--- src/rtl/ps2_device_tx.sv ---
// ps2_device_tx: PS/2 device-side transmitter with byte FIFO, idle gap and inhibit retry.
// Define PS2_HOST_RX_EN to also receive host-to-device command frames.
module ps2_device_tx #(
  parameter int SYSCLK_FREQUENCY = 500,
  parameter int PS2_CLK_KHZ = 12,
  parameter int FIFO_AW = 3,
  parameter int IDLE_HALVES = 4
) (
  input  logic clk,
  input  logic reset,
  input  logic [7:0] tx_data,
  input  logic tx_valid,
  output logic tx_ready,
  output logic [FIFO_AW:0] fifo_count,
  input  logic ps2_clk_in,
  input  logic ps2_dat_in,
  output logic ps2_clk_out,
  output logic ps2_dat_out,
  output logic busy,
  output logic abort_pulse,
  output logic [7:0] rx_data,
  output logic rx_valid,
  output logic rx_error
);
  localparam int HALF = SYSCLK_FREQUENCY * 50 / PS2_CLK_KHZ;
  localparam int TW = $clog2(IDLE_HALVES * HALF + 1);
  localparam logic [TW-1:0] HALF_END = TW'(HALF - 1);
  localparam logic [TW-1:0] IDLE_END = TW'(IDLE_HALVES * HALF);
  localparam logic [TW-1:0] T1 = TW'(1);
  localparam logic [FIFO_AW:0] P1 = (FIFO_AW + 1)'(1);
  typedef enum logic [2:0] {IDLE, SETUP, LOW, DONE, ABORT, RX} state_t;
  state_t state;
  logic clk_m, clk_s, dat_m, dat_s, drv_m, drv_s;
  logic [7:0] mem [2**FIFO_AW];
  logic [FIFO_AW:0] wr_ptr, rd_ptr;
  logic push, pop, empty;
  logic [7:0] head;
  logic [15:0] frame;
  logic [TW-1:0] timer, idle_cnt;
  logic [3:0] idx, nxt;
  // drv_* delays our own clock drive so it lines up with the synchronised line
  always_ff @(posedge clk)
    if (reset) {clk_m, clk_s, dat_m, dat_s, drv_m, drv_s} <= '1;
    else {clk_m, clk_s, dat_m, dat_s, drv_m, drv_s} <= {ps2_clk_in, clk_m, ps2_dat_in, dat_m, ps2_clk_out, drv_m};
  assign fifo_count = wr_ptr - rd_ptr;
  assign tx_ready = !fifo_count[FIFO_AW];
  assign empty = fifo_count == '0;
  assign push = tx_valid && tx_ready;
  assign pop = state == DONE;
  assign head = mem[rd_ptr[FIFO_AW-1:0]];
  assign frame = {6'h3f, ~^head, head, 1'b0};
  assign nxt = idx + 4'd1;
  always_ff @(posedge clk)
    if (push) mem[wr_ptr[FIFO_AW-1:0]] <= tx_data;
  always_ff @(posedge clk)
    if (reset) begin
      wr_ptr <= '0;
      rd_ptr <= '0;
    end else begin
      wr_ptr <= push ? wr_ptr + P1 : wr_ptr;
      rd_ptr <= pop ? rd_ptr + P1 : rd_ptr;
    end
`ifdef PS2_HOST_RX_EN
  localparam logic [TW-1:0] MID = TW'(HALF / 2 - 1);
  logic inh;
  logic [TW-1:0] req_cnt;
  logic [9:0] rx_sh;
`else
  assign rx_data = '0;
  assign rx_valid = 1'b0;
  assign rx_error = 1'b0;
`endif
  always_ff @(posedge clk) begin
    if (reset) begin
      state <= IDLE;
      timer <= '0;
      idle_cnt <= '0;
      idx <= '0;
      ps2_clk_out <= 1'b1;
      ps2_dat_out <= 1'b1;
      busy <= 1'b0;
      abort_pulse <= 1'b0;
`ifdef PS2_HOST_RX_EN
      inh <= 1'b0;
      req_cnt <= '0;
      rx_sh <= '0;
      rx_data <= '0;
      rx_valid <= 1'b0;
      rx_error <= 1'b0;
`endif
    end else begin
      abort_pulse <= 1'b0;
`ifdef PS2_HOST_RX_EN
      rx_valid <= 1'b0;
`endif
      case (state)
        IDLE: begin
          idle_cnt <= (!(clk_s && dat_s) || empty) ? '0 : (idle_cnt == IDLE_END) ? idle_cnt : idle_cnt + T1;
`ifdef PS2_HOST_RX_EN
          // a request is clock released with data held low, after an inhibit
          inh <= !clk_s || (inh && !dat_s);
          req_cnt <= (clk_s && !dat_s && inh) ? req_cnt + T1 : '0;
          if (req_cnt == HALF_END) begin
            state <= RX;
            timer <= '0;
            idx <= '0;
            inh <= 1'b0;
            req_cnt <= '0;
          end
`endif
          if (idle_cnt == IDLE_END) begin
            state <= SETUP;
            idx <= '0;
            timer <= '0;
            idle_cnt <= '0;
            ps2_dat_out <= frame[0];
            busy <= 1'b1;
          end
        end
        SETUP: begin
          if (!clk_s && drv_s) begin
            state <= ABORT;
            ps2_dat_out <= 1'b1;
            busy <= 1'b0;
            abort_pulse <= 1'b1;
          end else if (timer == HALF_END) begin
            state <= LOW;
            ps2_clk_out <= 1'b0;
            timer <= '0;
          end else timer <= timer + T1;
        end
        LOW: begin
          if (timer == HALF_END) begin
            timer <= '0;
            ps2_clk_out <= 1'b1;
            if (idx == 4'd10) begin
              state <= DONE;
              ps2_dat_out <= 1'b1;
            end else begin
              state <= SETUP;
              idx <= nxt;
              ps2_dat_out <= frame[nxt];
            end
          end else timer <= timer + T1;
        end
        DONE: begin
          state <= IDLE;
          busy <= 1'b0;
        end
        ABORT: state <= IDLE;
`ifdef PS2_HOST_RX_EN
        RX: begin
          timer <= (timer == HALF_END) ? '0 : timer + T1;
          if (ps2_clk_out && timer == MID) rx_sh <= {dat_s, rx_sh[9:1]};
          if (timer == HALF_END) begin
            ps2_clk_out <= !ps2_clk_out;
            if (ps2_clk_out) ps2_dat_out <= idx != 4'd10;
            else if (idx == 4'd10) begin
              state <= IDLE;
              ps2_dat_out <= 1'b1;
              rx_valid <= 1'b1;
              rx_data <= rx_sh[7:0];
              rx_error <= !(^rx_sh[8:0]) || !rx_sh[9];
            end else idx <= nxt;
          end
        end
`endif
        default: state <= IDLE;
      endcase
    end
  end
endmodule

--- config.mk ---
export PLATFORM = sky130hd
export DESIGN_NAME = ps2_device_tx
export DESIGN_NICKNAME = d
export VERILOG_FILES = /design/src/rtl/ps2_device_tx.sv
export SDC_FILE = /design/constraint.sdc
export NUM_CORES = 1
export LEC_CHECK = 0
export BUFFER_PORTS_ARGS = -buffer_cell sky130_fd_sc_hd__buf_2
export CORE_UTILIZATION = 42
export CTS_BUF_LIST = sky130_fd_sc_hd__clkbuf_4 sky130_fd_sc_hd__clkbuf_8
export DETAILED_ROUTE_END_ITERATION = 10
export PLACE_DENSITY = 0.68
export REMOVE_ABC_BUFFERS = 1
export SETUP_SLACK_MARGIN = 0.1
export SKIP_CTS_REPAIR_TIMING = 1
export SYNTH_ARGS = -nofsm -noshare
export SYNTH_HDL_FRONTEND = slang
export SYNTH_SLANG_ARGS = --single-unit
--- constraint.sdc ---
create_clock -name clk -period 8.1 [get_ports clk]
set_input_delay 1.215 -clock clk [delete_from_list [all_inputs] [get_ports clk]]
set_output_delay 1.215 -clock clk [all_outputs]
set_load 0.05 [all_outputs]
==> results.ini <==
[floorplanning]
die_area_um2=13400
core_area_um2=12600
std_cell_rows=41
pin_count=32
die_y_um=116
die_x_um=116
initial_utilization_pct=43.2

[min_path]
hold_path.class=register to register

[detailed_routing]
first_iter_violations=192
detail_route.wl_per_cell_um=14.9
firstDrtPassIters=5
ant_nets=0
drc=0
avgViaCountPerCell=5.24
routed_wl_um=10300
vias=3604

[finish]
layoutNonFillerInstCount=688
area_delta_synth_final_pct=11.6
drive_gt1_share_pct=15.3
nets=528
layout_common_cells=edfxtp_1, dfxtp_1, nor2_1, nand2_1, o21ai_0
layout.cells.most_common=edfxtp_1
antenna_cells=0
fin_area_um2=6080
fillers=1125

[synth]
synth-edff-count=64
synth_seq_area_share_pct=55.8
post_synth.cell_area_avg_um2=11.5
ys.flop_type=edfxtp_1
synth.area.top_cells=edfxtp_1, dfxtp_1, mux2i_1, mux4_2, nor2_1
synth_largest_area_cell=edfxtp_1
yosysUniqueCellTypes=53
synthCells=476
async_flop_share_pct=0
synth_area_um2=5450
yosysWarnings=0
ys_ff_latch=120
synth_top_area_share_pct=35.3

[global_route]
grt_pass1_wl_um=16700
grt_pass1_vias=3393
antenna_found_initial=0
grt_max_degree=44
overflow=0
grt_usage_pct=16.8

[worst_setup_path]
criticalPathCategory=register to output pin
required_ps=6880
slowest_stage=dfxtp_1
slowest_delay_ps=570
cp_max_fo=11
cp.arrival_ps=2390
cpLargestDelayFamily=flip-flops
cp-end-kind=output pin
crit_chain=ha_1 > nor2b_1 > o21ai_0 > a21o_1 > and2_1 > buf_2
start_kind=register
crit_buf_inv=1

[clocking]
cts.path.max_buffers=2
cts_root_buf=clkbuf_8
clkTransAtPathRegs_ps=70
numCtsBuffers=17
clock_latency_ps=450
cts_sinks=120
cts_tree=built
htreeDepth=4

[place]
place_inst=656
port_buffers=21
hpwl_um=7040
placed_cell_area_um2=5690
routabilityCongestion=0.788
dp_slack_ps=4840

[pwr]
power.leakage_nw=2.09
cellPowerDensity_nw_per_um2=215
irDropWorstVdd_uv=144

[timing]
worstMarginPinSlew_ps=1190
rsz0062_at_grt=no
post-route-worst-setup-slack_ps=4490
finalCriticalPeriod_ps=3610
max_slew_margin_pct=20.6
holdWs_ps=413
hold_viol=0
slew_viol_final=0
finalClockSkew_ps=9.57
max_freq_ghz=0.277
final.setup.tns_ps=0
setup_violations=0
fin_crit_sh_pct=44.5

[outcome]
outcome=complete, no violations

[run]
max_cap_viol_count=0

layout make-up:
| cell class | instances | area, um^2 | share of cell area, % |
|---|---|---|---|
| well taps | 172 | 215 | 3.54 |
| inverters | 16 | 60.1 | 0.987 |
| flip-flops and latches | 120 | 3040 | 50.0 |
| clock buffers | 18 | 241 | 3.97 |
| clock inverters | 14 | 150 | 2.47 |
| repair buffers | 29 | 165 | 2.71 |
| multi-input cells | 319 | 2210 | 36.3 |
synthesized netlist by cell type, drive strengths merged, types with 7 or more instances:
cell type	instances
o21ai	26
nand4	7
xor2	10
nand3	14
and3	10
ha	11
buf	17
xnor2	11
clkbuf	13
nor3	12
nor2	40
nand2	31
a22oi	7
edfxtp	64
mux2i	16
or3	8
a21oi	24
inv	16
mux4	10
nand3b	8
dfxtp	56
or2	8
path summary, 6_finish.rpt:
kind	from	to	slack, ps	cells after the start
min	drv_m	drv_s	410	1
min reg2reg	drv_m	drv_s	410	1
max reg2reg	register	ps2_dat_out	4860	7
max	wr_ptr[1]	tx_ready	4490	6
through the flow:
step	power (W)	utilization, %
floorplan	0.000756	-
global placement	0.000788	45.1
detailed placement	0.000792	45.1
CTS	0.00132	48.2
global route	0.00136	48.2
finish	0.00131	48.2
per-layer routing:
layer	share of wire, %	track usage [%]
met4	1.7	8.12
met3	3.7	5.54
met2	48	26.2
met1	47	21.1
met5	0	0
kinds of logic after synthesis:
family	share of synthesized area (%)
and+or+nand+nor	15.7
DFF	55.8
AOI/OAI and AO/OA	9.07
buffers and inverters	4.36
muxes	7.90
xor gates and xnor gates	4.20
adders and majority gates	2.89
other	0.0688
power breakdown:
group,internal (W),switching [W]
logic,0.0000401,0.0000756
registers,0.000655,0.00000804
clock network,0.000278,0.000250
total,0.000973,0.000334
registers in the layout, indices dropped and copies added, names as in the netlist, named ones only:
| name | flops |
|---|---|
| clk_m | 1 |
| wr_ptr | 4 |
| dat_s | 1 |
| idle_cnt | 14 |
| rd_ptr | 4 |
| state | 3 |
| busy | 1 |
| clk_s | 1 |
| ps2_clk_out | 1 |
| dat_m | 1 |
| drv_m | 1 |
| idx | 4 |
| drv_s | 1 |
| timer | 14 |
| abort_pulse | 1 |
| mem | 64 |
| ps2_dat_out | 1 |
Note: power is estimated with default switching activity, not from simulation.
